[config.mk]
export PLATFORM = sky130hd
export DESIGN_NAME = dmix_mixer
export DESIGN_NICKNAME = d
export VERILOG_FILES = /design/src/rtl/dmix_mixer.sv
export SDC_FILE = /design/constraint.sdc
export NUM_CORES = 1
export LEC_CHECK = 0
export ABC_AREA = 1
export ABC_CLOCK_PERIOD_IN_PS = 7200
export BUFFER_PORTS_ARGS = -buffer_cell sky130_fd_sc_hd__buf_2
export CAP_MARGIN = 20
export CORE_ASPECT_RATIO = 0.7
export CORE_UTILIZATION = 61
export DETAILED_ROUTE_END_ITERATION = 12
export PLACE_DENSITY = 0.82
export SLEW_MARGIN = 30
export SYNTH_ARGS = -nofsm -noshare
export SYNTH_HDL_FRONTEND = slang
export SYNTH_SLANG_ARGS = --single-unit
[constraint.sdc]
create_clock -name clk -period 7.2 [get_ports clk]
set_input_delay 0.72 -clock clk [delete_from_list [all_inputs] [get_ports clk]]
set_output_delay 0.72 -clock clk [all_outputs]
set_load 0.02 [all_outputs]
[src/rtl/dmix_mixer.sv]
// N-input, M-channel mixer with per-input gain/mute and saturating sum; ack NUM_IN+3 cycles after an idle pop.
// No backpressure: pops for pending or in-flight channels merge, and requests are served lowest channel first.
module dmix_mixer #(
  parameter int NUM_IN      = 2,
  parameter int NUM_IN_LOG2 = 1,
  parameter int NUM_CH      = 2,
  parameter int DATA_W      = 24,
  parameter int GAIN_W      = 8
) (
  input  logic                             clk,
  input  logic                             rst_n,
  input  logic [NUM_IN*NUM_CH-1:0]         ack_i,
  input  logic [NUM_IN*NUM_CH*DATA_W-1:0]  data_i,
  input  logic [NUM_IN*GAIN_W-1:0]         gain_i,
  input  logic [NUM_IN-1:0]                mute_i,
  input  logic [NUM_CH-1:0]                pop_i,
  output logic [DATA_W-1:0]                data_o,
  output logic [NUM_CH-1:0]                ack_o,
  output logic                             busy_o,
  output logic                             clip_o,
  input  logic                             clip_clr_i
);

  localparam int PROD_W = DATA_W + GAIN_W + 1;
  localparam int ACC_W  = PROD_W + NUM_IN_LOG2;
  localparam int CH_W   = (NUM_CH > 1) ? $clog2(NUM_CH) : 1;
  localparam logic signed [ACC_W-1:0] MAX_V = (ACC_W'(1) <<< (DATA_W - 1)) - ACC_W'(1);
  localparam logic signed [ACC_W-1:0] MIN_V = -(ACC_W'(1) <<< (DATA_W - 1));

  typedef enum logic [1:0] {IDLE, ACC, SAT, OUT} state_t;

  state_t                   state, state_nx;
  logic [NUM_CH-1:0]        pending;
  logic [CH_W-1:0]          ch;
  logic [CH_W-1:0]          sel_ch;
  logic [NUM_IN_LOG2-1:0]   k;
  logic signed [ACC_W-1:0]  acc;
  logic signed [DATA_W-1:0] smp [NUM_IN*NUM_CH];

  logic signed [DATA_W-1:0] rd_smp;
  logic [GAIN_W-1:0]        rd_gain;
  logic                     rd_mute;
  logic signed [PROD_W-1:0] smp_x, gain_x, prod;
  logic signed [ACC_W-1:0]  shifted;
  logic [DATA_W-1:0]        res;
  logic                     clamp;
  logic                     last_k;

  // Sample store: a read in the same cycle as a write sees the old value.
  always_ff @(posedge clk or negedge rst_n) begin
    if (!rst_n) begin
      for (int j = 0; j < NUM_IN*NUM_CH; j++) smp[j] <= '0;
    end else begin
      for (int j = 0; j < NUM_IN*NUM_CH; j++)
        if (ack_i[j]) smp[j] <= data_i[j*DATA_W +: DATA_W];
    end
  end

  always_comb begin
    rd_smp  = '0;
    rd_gain = '0;
    rd_mute = 1'b0;
    for (int i = 0; i < NUM_IN; i++) begin
      if (k == NUM_IN_LOG2'(i)) begin
        rd_gain = gain_i[i*GAIN_W +: GAIN_W];
        rd_mute = mute_i[i];
        for (int c = 0; c < NUM_CH; c++)
          if (ch == CH_W'(c)) rd_smp = smp[i*NUM_CH + c];
      end
    end
  end

  always_comb begin
    smp_x  = PROD_W'(rd_smp);
    gain_x = PROD_W'($signed({1'b0, rd_gain}));
    prod   = rd_mute ? '0 : smp_x * gain_x;
  end

  always_comb begin
    shifted = acc >>> (GAIN_W - 1);
    clamp   = 1'b1;
    if (shifted > MAX_V)      res = MAX_V[DATA_W-1:0];
    else if (shifted < MIN_V) res = MIN_V[DATA_W-1:0];
    else begin
      res   = shifted[DATA_W-1:0];
      clamp = 1'b0;
    end
  end

  always_comb begin
    sel_ch = '0;
    for (int c = NUM_CH - 1; c >= 0; c--)
      if (pending[c]) sel_ch = CH_W'(c);
  end

  assign last_k = (k == NUM_IN_LOG2'(NUM_IN - 1));

  always_ff @(posedge clk or negedge rst_n) begin
    if (!rst_n) state <= IDLE;
    else        state <= state_nx;
  end

  always_comb begin
    state_nx = state;
    ack_o    = '0;
    case (state)
      IDLE: if (pending != '0) state_nx = ACC;
      ACC:  if (last_k) state_nx = SAT;
      SAT:  state_nx = OUT;
      OUT: begin
        ack_o    = NUM_CH'(1) << ch;
        state_nx = IDLE;
      end
      default: state_nx = IDLE;
    endcase
  end

  assign busy_o = (state != IDLE) || (pending != '0);

  always_ff @(posedge clk or negedge rst_n) begin
    if (!rst_n) begin
      pending <= '0;
      ch      <= '0;
      k       <= '0;
      acc     <= '0;
      data_o  <= '0;
      clip_o  <= 1'b0;
    end else begin
      // A pop landing in the ack cycle re-arms the channel for another round.
      pending <= (pending & ~ack_o) | pop_i;
      if (state == IDLE && pending != '0) begin
        ch  <= sel_ch;
        k   <= '0;
        acc <= '0;
      end
      if (state == ACC) begin
        acc <= acc + ACC_W'(prod);
        k   <= k + NUM_IN_LOG2'(1);
      end
      if (state == SAT) data_o <= res;
      if (state == SAT && clamp) clip_o <= 1'b1;
      else if (clip_clr_i)       clip_o <= 1'b0;
    end
  end

endmodule

==> results of run 1 <==
==> cell usage after synthesis (10+ instances only) <==
library cell	instances
nand2_2	15
buf_2	16
inv_2	21
nor2_1	251
nand3_1	37
xnor2_1	12
dfrtp_1	161
o22ai_1	23
mux2_2	48
clkbuf_1	43
o21ai_0	153
a21o_1	14
a21oi_1	127
o21ai_1	20
nor3_1	10
ha_1	103
inv_1	378
fa_1	151
nand2_1	365
==> what timing repair did <==
action / in CTS / in global routing
gates cloned: 0 / 3
gates resized for setup: 7 / 95
endpoints found under the setup margin: 4 / 17
buffers inserted: 4 / 17
pin swaps: 0 / 20
==> cells by family (layout without fill, tap and decap cells) <==
kind of cell               after synthesis  count (layout)  share of synthesized area [%]
AOI/OAI and AO/OA                      382             382                           13.5
muxes                                   49              49                           3.47
adders and majority gates              254             254                           27.2
and+or+nand+nor                        705             705                           18.1
DFF                                    161             161                           25.4
buffers and inverters                  466             635                           11.2
xor gates and xnor gates                21              21                           1.16
==> final cells by class <==
class | count | share of cell area [%]
clock buffers | 18 | 2.37
inverters | 399 | 8.30
multi-input cells | 1411 | 57.0
repair buffers | 204 | 7.18
clock inverters | 14 | 0.684
well taps | 325 | 2.25
flip-flops and latches | 161 | 22.3
==> layer usage <==
metal  wire [µm]  vias to the layer above  global-route usage (%)  part of all wire [%]
li1            -                     6676                       -                     -
met1       19000                     7014                    47.1                    43
met3        4420                       88                    8.08                    10
met4        1010                        0                    9.48                   2.3
met5           0                        -                       0                     0
met2       19900                      695                    53.8                    45
==> metrics by stage <==
step	hold WS [ps]	util, %
2_1_floorplan	424	-
3_3_place_gp	475	67.9
3_5_place_dp	497	68.0
4_1_cts	370	70.4
5_1_grt	405	72.3
6_report	332	72.3
==> sequential cells by signal, indices dropped and copies added (netlist names) <==
register and count:
acc 34, ch 1, clip_o 1, data_o 24, k 1, pending 2, smp 96, state 2
==> how the worst min path moves through the flow <==
stage            from       to  slack (ps)  cells after the start
6_report        rst_n  smp[68]         330                      1
2_1_floorplan   rst_n   acc[0]         420                      0
3_3_place_gp   acc[5]   acc[5]         470                      2
3_5_place_dp   smp[5]   smp[5]         500                      1
5_1_grt         rst_n  smp[90]         410                      1
4_1_cts         rst_n  smp[64]         370                      1
==> impl_metrics.csv, run 1 <==
group,metric,value,unit
status,outcome,"complete, no violations",
setup_path,cpMostUsedCell,"nand2_1",
detailed_routing,drc_errors,0,
floorplan,num_io_pins,151,
global_routing,track_usage,34.0,%
setup_path,cp_num_buf_inv,8,
timing,fmax,0.143,GHz
clock_network,clk_latency,450,ps
clock_network,cts_buffer_depth,2,
timing,tns,0,ps
timing,maxSlewHeadroom,39.2,%
timing,timing.final.max_slew_violations,0,
placed_design,dp.cells,2476,
clock_network,cts_tree,"yes",
detailed_routing,vias,14500,
floorplan,die_x,195,µm
floorplan,core-area,25000,µm²
timing,worst_slack,224,ps
floorplan,die_area,26600,µm²
placed_design,port_buffers,150,
setup_path,crit_required,7530,ps
clock_network,cts_max_level,4,
synthesis,yosysWarnings,0,
final_layout,area_growth,14.3,%
timing,rsz0062_at_grt,"yes",
setup_path,worst-path-max-fanout,27,
final_layout,drive_above_1_share,19.5,%
synthesis,synth_area,15800,µm²
job,maxCapViolCount,0,
setup_path,critical-path-top-delay-family,"adder cells",
synthesis,ys_types,46,
final_layout,multi_input_area,10300,µm²
synthesis,ys_seq_elements,161,
synthesis,async_reset_ff_share,100,%
global_routing,grt_max_degree,85,
setup_path,start_kind,"flip-flop",
synthesis,ys_top_cells_by_area,"dfrtp_1, fa_1, inv_1, nand2_1, ha_1",
detailed_routing,wirelength,44.4,mm
final_layout,final_cell_mix,"inv_1, nand2_1, nor2_1",
setup_path,crit_cells,31,
setup_path,reg2reg_slack,220,ps
timing,skew,12.0,ps
setup_path,cpMaxStageDelayCell,"dfrtp_4",
min_path,hold_path.class,"input pin to async pin",
placed_design,dpl_cell_area,17000,µm²
setup_path,r2r-end,"acc[29]",
detailed_routing,drtAntennaViolNets,0,
timing,fin_crit_sh,96.9,%
global_routing,grt_pass1_wl,70.7,mm
synthesis,synth-edff-count,0,
detailed_routing,wl_per_cell,17.5,µm
global_routing,grt_overflow,0,
detailed_routing,drtIter0Drc,1298,
clock_network,ctsHoldBuffers,0,
setup_path,critPathLaunch,"ch",
final_layout,diodes,0,
final_layout,layout.cells.non_filler,2532,
clock_network,numClockSinks,161,
floorplan,num_rows,48,
clock_network,clk_root_buffer_cell,"clkbuf_16",
placed_design,hpwl,33.2,mm
synthesis,avgSynthCellArea,7.77,µm²
setup_path,path_class,"flip-flop to flip-flop",
synthesis,yosys.area.top_type_share,25.4,%
setup_path,arrival,7310,ps
synthesis,yosysTopAreaCell,"dfrtp_1",
setup_path,rr_worst_depth,31,
final_layout,fillers,1938,
timing,setup_viol,0,
setup_path,end_kind,"flip-flop",
timing,finalCriticalPeriod,6980,ps
clock_network,clkTransAtPathRegs,80,ps
final_layout,final_common_cell,"inv_1",
detailed_routing,dr.pass1.iters,6,
timing,tightest_slew,912,ps
placed_design,dp_slack,-312,ps
final_layout,regArea,4030,µm²
global_routing,grt_antenna_before_repair,0,
clock_network,cts_buffers,17,
floorplan,die_h,137,µm
final_layout,fin_area,18100,µm²
floorplan,initial_core_util,63.3,%
synthesis,ys_seq_area_share,25.4,%
global_routing,grt_pass1_vias,14400,
synthesis,synth_ff_type,"dfrtp_1",
final_layout,nNetsFinal,2571,
synthesis,netlist_instances,2038,
setup_path,rr_startpoint,"ch",
detailed_routing,vias_per_cell,5.72,
timing,hold_viol,0,
setup_path,cpPeakStageDelay,560,ps
setup_path,critPathCapture,"acc[29]",
placed_design,place.gp.congestion,0.983,
synthesis,synth_nets,2415,
Power of run 1 is not shown: default switching activity piles up to over one toggle a cycle in this logic, so the estimate is an artifact.
==> run 2: changes to the inputs <==
--- a/config.mk
+++ b/config.mk
@@ -6,10 +6,10 @@
 export NUM_CORES = 1
 export LEC_CHECK = 0
 export ABC_AREA = 1
-export ABC_CLOCK_PERIOD_IN_PS = 7200
+export ABC_CLOCK_PERIOD_IN_PS = 8000
 export BUFFER_PORTS_ARGS = -buffer_cell sky130_fd_sc_hd__buf_2
 export CAP_MARGIN = 20
-export CORE_ASPECT_RATIO = 0.7
+export CORE_ASPECT_RATIO = 1.5
 export CORE_UTILIZATION = 61
 export DETAILED_ROUTE_END_ITERATION = 12
 export PLACE_DENSITY = 0.82
==> constraint.sdc (replaced) <==
create_clock -name clk -period 8 [get_ports clk]
set_input_delay 0.8 -clock clk [delete_from_list [all_inputs] [get_ports clk]]
set_output_delay 0.8 -clock clk [all_outputs]
set_load 0.02 [all_outputs]
==> run 2 against run 1 <==
Compared with the run above: first-iteration DRC count decreased by 35%; clock skew increased by 9.2 ps; die area about the same; worst setup slack improved by 8.2 ps; fmax decreased by 10%; via count decreased by 1.9%; utilization decreased by 3.2 points; highest routed layer unchanged; global-route usage increased by 2.2 points; cell area decreased by 3.3%; critical endpoint is now acc[26].
==> impl_metrics.csv, run 2 (same netlist as run 1, synthesis figures left out) <==
group,metric,value,unit
setup_path,arrival,8150,ps
detailed_routing,wl_per_cell,18.0,µm
final_layout,top_register,"smp",
floorplan,die_h,199,µm
floorplan,die_x,134,µm
setup_path,path_class,"flip-flop to flip-flop",
clock_network,clkTransAtPathRegs,70,ps
setup_path,critical-path-top-delay-family,"adder cells",
timing,finalCriticalPeriod,7770,ps
clock_network,numClockSinks,161,
timing,timing.final.max_slew_violations,0,
setup_path,reg2reg_slack,230,ps
setup_path,worst-path-max-fanout,49,
setup_path,start_kind,"flip-flop",
clock_network,cts_setup_buffers,0,
detailed_routing,drc_errors,0,
final_layout,nNetsFinal,2536,
global_routing,grt_pass1_wl,74.3,mm
setup_path,cpPeakStageDelay,670,ps
detailed_routing,dr.pass1.iters,6,
timing,fin_crit_sh,97.1,%
detailed_routing,drtAntennaViolNets,0,
floorplan,num_rows,71,
setup_path,crit_required,8390,ps
timing,maxSlewHeadroom,45.1,%
timing,tightest_slew,824,ps
placed_design,hpwl,35.2,mm
job,maxCapViolCount,0,
final_layout,top_regs,"smp: 96 flops, acc: 34 flops, data_o: 24 flops",
global_routing,track_usage,36.2,%
floorplan,core-area,25300,µm²
setup_path,cpMaxStageDelayCell,"dfrtp_4",
global_routing,grt_overflow,0,
floorplan,num_io_pins,151,
clock_network,clk_root_buffer_cell,"clkbuf_16",
global_routing,grt_max_degree,94,
placed_design,port_buffers,150,
global_routing,grt_antenna_before_repair,0,
final_layout,largest_register_ffs,96,
detailed_routing,drtIter0Drc,849,
detailed_routing,wirelength,45.0,mm
setup_path,cpMostUsedCell,"nand2_1",
final_layout,final_common_cell,"inv_1",
placed_design,place.gp.congestion,1.04,
clock_network,ctsHoldBuffers,0,
timing,setup_viol,0,
clock_network,cts_tree,"yes",
min_path,hold_path.class,"input pin to async pin",
clock_network,cts_buffers,17,
setup_path,rr_worst_depth,31,
final_layout,diodes,0,
setup_path,rr_startpoint,"ch",
final_layout,area_growth,10.5,%
final_layout,drive_above_1_share,15.2,%
clock_network,clk_latency,460,ps
setup_path,cp_num_buf_inv,4,
detailed_routing,vias,14200,
final_layout,final_cell_mix,"inv_1, nand2_1, nor2_1",
timing,hold_viol,0,
timing,fmax,0.129,GHz
setup_path,end_kind,"flip-flop",
timing,skew,21.2,ps
global_routing,grt_pass1_vias,15200,
clock_network,cts_buffer_depth,2,
detailed_routing,vias_per_cell,5.68,
floorplan,initial_core_util,62.6,%
floorplan,die_area,26600,µm²
setup_path,r2r-end,"acc[26]",
clock_network,cts_max_level,4,
timing,hold_ws,436,ps
status,outcome,"complete, no violations",
-- run 2: area by class of cell --
type | instances | area (µm²)
repair buffers | 167 | 917
well taps | 328 | 410
fillers | 2112 | 7810
flip-flops and latches | 161 | 4030
inverters | 399 | 1510
clock buffers | 19 | 453
multi-input cells | 1411 | 10100
repair inverters | 2 | 10.0
clock inverters | 11 | 123
-- run 2: worst register-to-register path, delay by kind of cell (launching register included) --
| kind | cells | cell delay (ps) |
|---|---|---|
| flip-flops | 1 | 670 |
| adder cells (fa/ha/maj) | 6 | 2850 |
| buffers and inverters | 4 | 350 |
| XOR/XNOR | 1 | 210 |
| AO/OA/AOI/OAI | 8 | 2030 |
| AND/OR/NAND/NOR | 12 | 1580 |
-- run 2: per-layer routing --
layer | GRT usage, % | share of wire, % | vias up
met5 | 0 | 0 | -
met4 | 26.6 | 8.3 | 0
met3 | 4.90 | 5.0 | 209
met2 | 65.5 | 52 | 573
met1 | 38.4 | 35 | 6808
li1 | - | - | 6609
-- run 2: through the flow --
| stage | area (µm²) | util, % | setup WS, ps | TNS, ps | cells |
|---|---|---|---|---|---|
| 2_1_floorplan | 15800 | - | 1680 | 0 | 2038 |
| 3_3_place_gp | 16900 | 66.7 | -203 | -740 | 2466 |
| 3_5_place_dp | 16900 | 66.7 | -355 | -2070 | 2466 |
| 4_1_cts | 17500 | 69.0 | 266 | 0 | 2496 |
| 5_1_grt | 17500 | 69.2 | -4.38 | -4.38 | 2498 |
| 6_report | 17500 | 69.2 | 232 | 0 | 2498 |
-- run 2: how the worst max path moves through the flow --
stage	startpoint	to	slack [ps]	depth (start not counted)
after global placement	gain_i[3]	acc[27]	-200	30
final	ch	acc[26]	230	31
after floorplan	gain_i[13]	acc[26]	1680	29
after detailed placement	gain_i[3]	acc[27]	-360	30
after global routing	k	acc[27]	-4	30
after CTS	k	acc[27]	270	29
-- run 2: repair_timing --
item                                   4_1_cts  5_1_grt
setup endpoints to repair                    5       12
endpoints found under the hold margin        0        0
gates resized for setup                      2        9
gates cloned                                 0        2
Power of run 2 is left out for the same reason.
==> run 3: changes to the inputs <==
--- a/config.mk
+++ b/config.mk
@@ -9,10 +9,12 @@
 export ABC_CLOCK_PERIOD_IN_PS = 8000
 export BUFFER_PORTS_ARGS = -buffer_cell sky130_fd_sc_hd__buf_2
 export CAP_MARGIN = 20
+export CELL_PAD_IN_SITES_DETAIL_PLACEMENT = 1
+export CELL_PAD_IN_SITES_GLOBAL_PLACEMENT = 1
 export CORE_ASPECT_RATIO = 1.5
-export CORE_UTILIZATION = 61
+export CORE_UTILIZATION = 46
 export DETAILED_ROUTE_END_ITERATION = 12
-export PLACE_DENSITY = 0.82
+export PLACE_DENSITY_LB_ADDON = 0.1
 export SLEW_MARGIN = 30
 export SYNTH_ARGS = -nofsm -noshare
 export SYNTH_HDL_FRONTEND = slang
==> run 3 against run 2 <==
Compared with the run above: die area is 32% higher; sequential share of layout area fell by 0.48 points; non-clock buffer count up 25; critical path type unchanged; final cell count increased by 4.7%; utilization shrank 16 points; cell area rose by 2.1%; worst setup slack improved by 130 ps; largest cell class unchanged; register-to-register slack better by 130 ps; critical path depth unchanged; clock-buffer cell count is 2 lower.
==> impl_metrics.csv, run 3 (same netlist as run 1, synthesis figures left out) <==
group,metric,value,unit
final_layout,regArea,4030,µm²
timing,rsz0062_at_grt,"no",
detailed_routing,dr.pass1.iters,4,
setup_path,reg2reg_slack,360,ps
detailed_routing,vias,14100,
global_routing,track_usage,30.0,%
job,maxCapViolCount,0,
detailed_routing,wl_per_cell,19.1,µm
clock_network,numClockSinks,161,
final_layout,layout.cells.non_filler,2616,
final_layout,final_util,53.1,%
placed_design,port_buffers,150,
clock_network,clk_root_buffer_cell,"clkbuf_16",
placed_design,hpwl,40.9,mm
timing,fmax,0.131,GHz
setup_path,crit_required,8390,ps
setup_path,critPathLaunch,"ch",
timing,skew,16.7,ps
timing,setup_viol,0,
setup_path,rr_worst_depth,31,
timing,timing.final.max_slew_violations,0,
clock_network,cts_tree,"yes",
global_routing,top_usage_layer,"met2",
final_layout,top_register,"smp",
setup_path,cpPeakStageDelay,560,ps
setup_path,arrival,8030,ps
detailed_routing,drc_errors,0,
setup_path,path_class,"flip-flop to flip-flop",
clock_network,cts_buffer_depth,2,
placed_design,dp.cells,2582,
final_layout,fillers,4300,
setup_path,cpMaxStageDelayCell,"fa_1",
global_routing,grt_overflow,0,
final_layout,diodes,0,
final_layout,nNetsFinal,2560,
clock_network,cts_max_level,4,
detailed_routing,drtAntennaViolNets,0,
floorplan,die_x,154,µm
final_layout,area_growth,12.8,%
setup_path,rr_startpoint,"ch",
clock_network,clk_latency,460,ps
global_routing,gr-usage-met1,32.8,%
clock_network,clkTransAtPathRegs,80,ps
final_layout,top_regs,"smp: 96 flops, acc: 34 flops, data_o: 24 flops",
min_path,hold_path.class,"input pin to async pin",
final_layout,multi_input_area,10100,µm²
final_layout,largest_register_ffs,96,
timing,tightest_slew,934,ps
timing,finalCriticalPeriod,7640,ps
timing,maxSlewHeadroom,37.8,%
status,outcome,"complete, no violations",
clock_network,ctsHoldBuffers,0,
timing,hold_viol,0,
final_layout,drive_above_1_share,16.3,%
floorplan,die_area,35200,µm²
clock_network,cts_buffers,17,
detailed_routing,wirelength,50.0,mm
global_routing,grtUsageMet3,2.93,%
setup_path,cpMostUsedCell,"nand2_1",
timing,fin_crit_sh,95.5,%
global_routing,grt_pass1_vias,15800,
final_layout,final_cell_mix,"inv_1, nand2_1, nor2_1",
setup_path,worst-path-max-fanout,64,
global_routing,grt_max_degree,89,
placed_design,place.gp.congestion,0.964,
global_routing,grt_pass1_wl,81.8,mm
floorplan,num_io_pins,151,
setup_path,end_kind,"flip-flop",
floorplan,initial_core_util,47.1,%
global_routing,grt_antenna_before_repair,0,
setup_path,start_kind,"flip-flop",
detailed_routing,vias_per_cell,5.38,
timing,hold_ws,383,ps
global_routing,met2_usage,54.4,%
floorplan,core-area,33700,µm²
setup_path,r2r-end,"acc[26]",
detailed_routing,drtIter0Drc,432,
floorplan,num_rows,82,
final_layout,final_common_cell,"inv_1",
floorplan,die_h,229,µm
run 3: cell count changes in the layout (fill, tap and decap cells not counted), sizes merged:
cell / before / now
buf: 167 / 191
clkinvlp: 6 / 5
clkinv: 3 / 6
inv: 402 / 403
clkbuf: 19 / 18
run 3: final cells by class:
| class | count | share of cell area (%) |
|---|---|---|
| Clock buffer | 17 | 2.38 |
| Clock inverter | 15 | 1.15 |
| Inverter | 399 | 8.44 |
| Multi-Input combinational cell | 1411 | 56.4 |
| Sequential cell | 161 | 22.5 |
| Tap cell | 420 | 2.94 |
| Timing Repair Buffer | 192 | 6.10 |
| Timing Repair inverter | 1 | 0.0420 |
run 3: worst max path at each step:
stage / end / depth (start not counted)
after detailed placement: acc[26] / 29
final: acc[26] / 31
after global routing: acc[27] / 34
after CTS: acc[26] / 33
after floorplan: acc[26] / 29
after global placement: acc[26] / 29
run 3: per-layer routing:
| metal | up-vias | share of wire [%] | wire, µm |
|---|---|---|---|
| met3 | 139 | 2.9 | 1440 |
| met4 | 0 | 7.1 | 3540 |
| met2 | 329 | 52 | 26100 |
| met1 | 6970 | 38 | 18900 |
| met5 | - | 0 | 0 |
| li1 | 6638 | - | - |
run 3: critical path: cells and delay by family (launching register included):
kind	cells	cell delay (ps)
fa+ha+maj	6	2840
simple gates	11	1840
compound gates	7	1420
buf+inv	6	760
xor+xnor	1	150
flops	1	530
run 3: per-stage QoR:
stage,setup WS (ps),instance area (µm²),TNS [ps]
global route,17.0,17900,0
CTS,58.0,17800,0
finish,362,17900,0
floorplan,1680,15800,0
global placement,-663,17200,-4280
detailed placement,-839,17200,-6140
run 3: repair_timing:
item | 4_1_cts | 5_1_grt
endpoints found under the hold margin | 0 | 0
pin swaps | 0 | 1
setup endpoints to repair | 11 | 8
resized for setup | 4 | 13
gates cloned | 1 | 0
setup buffers | 0 | 1
Power of run 3 is left out for the same reason.
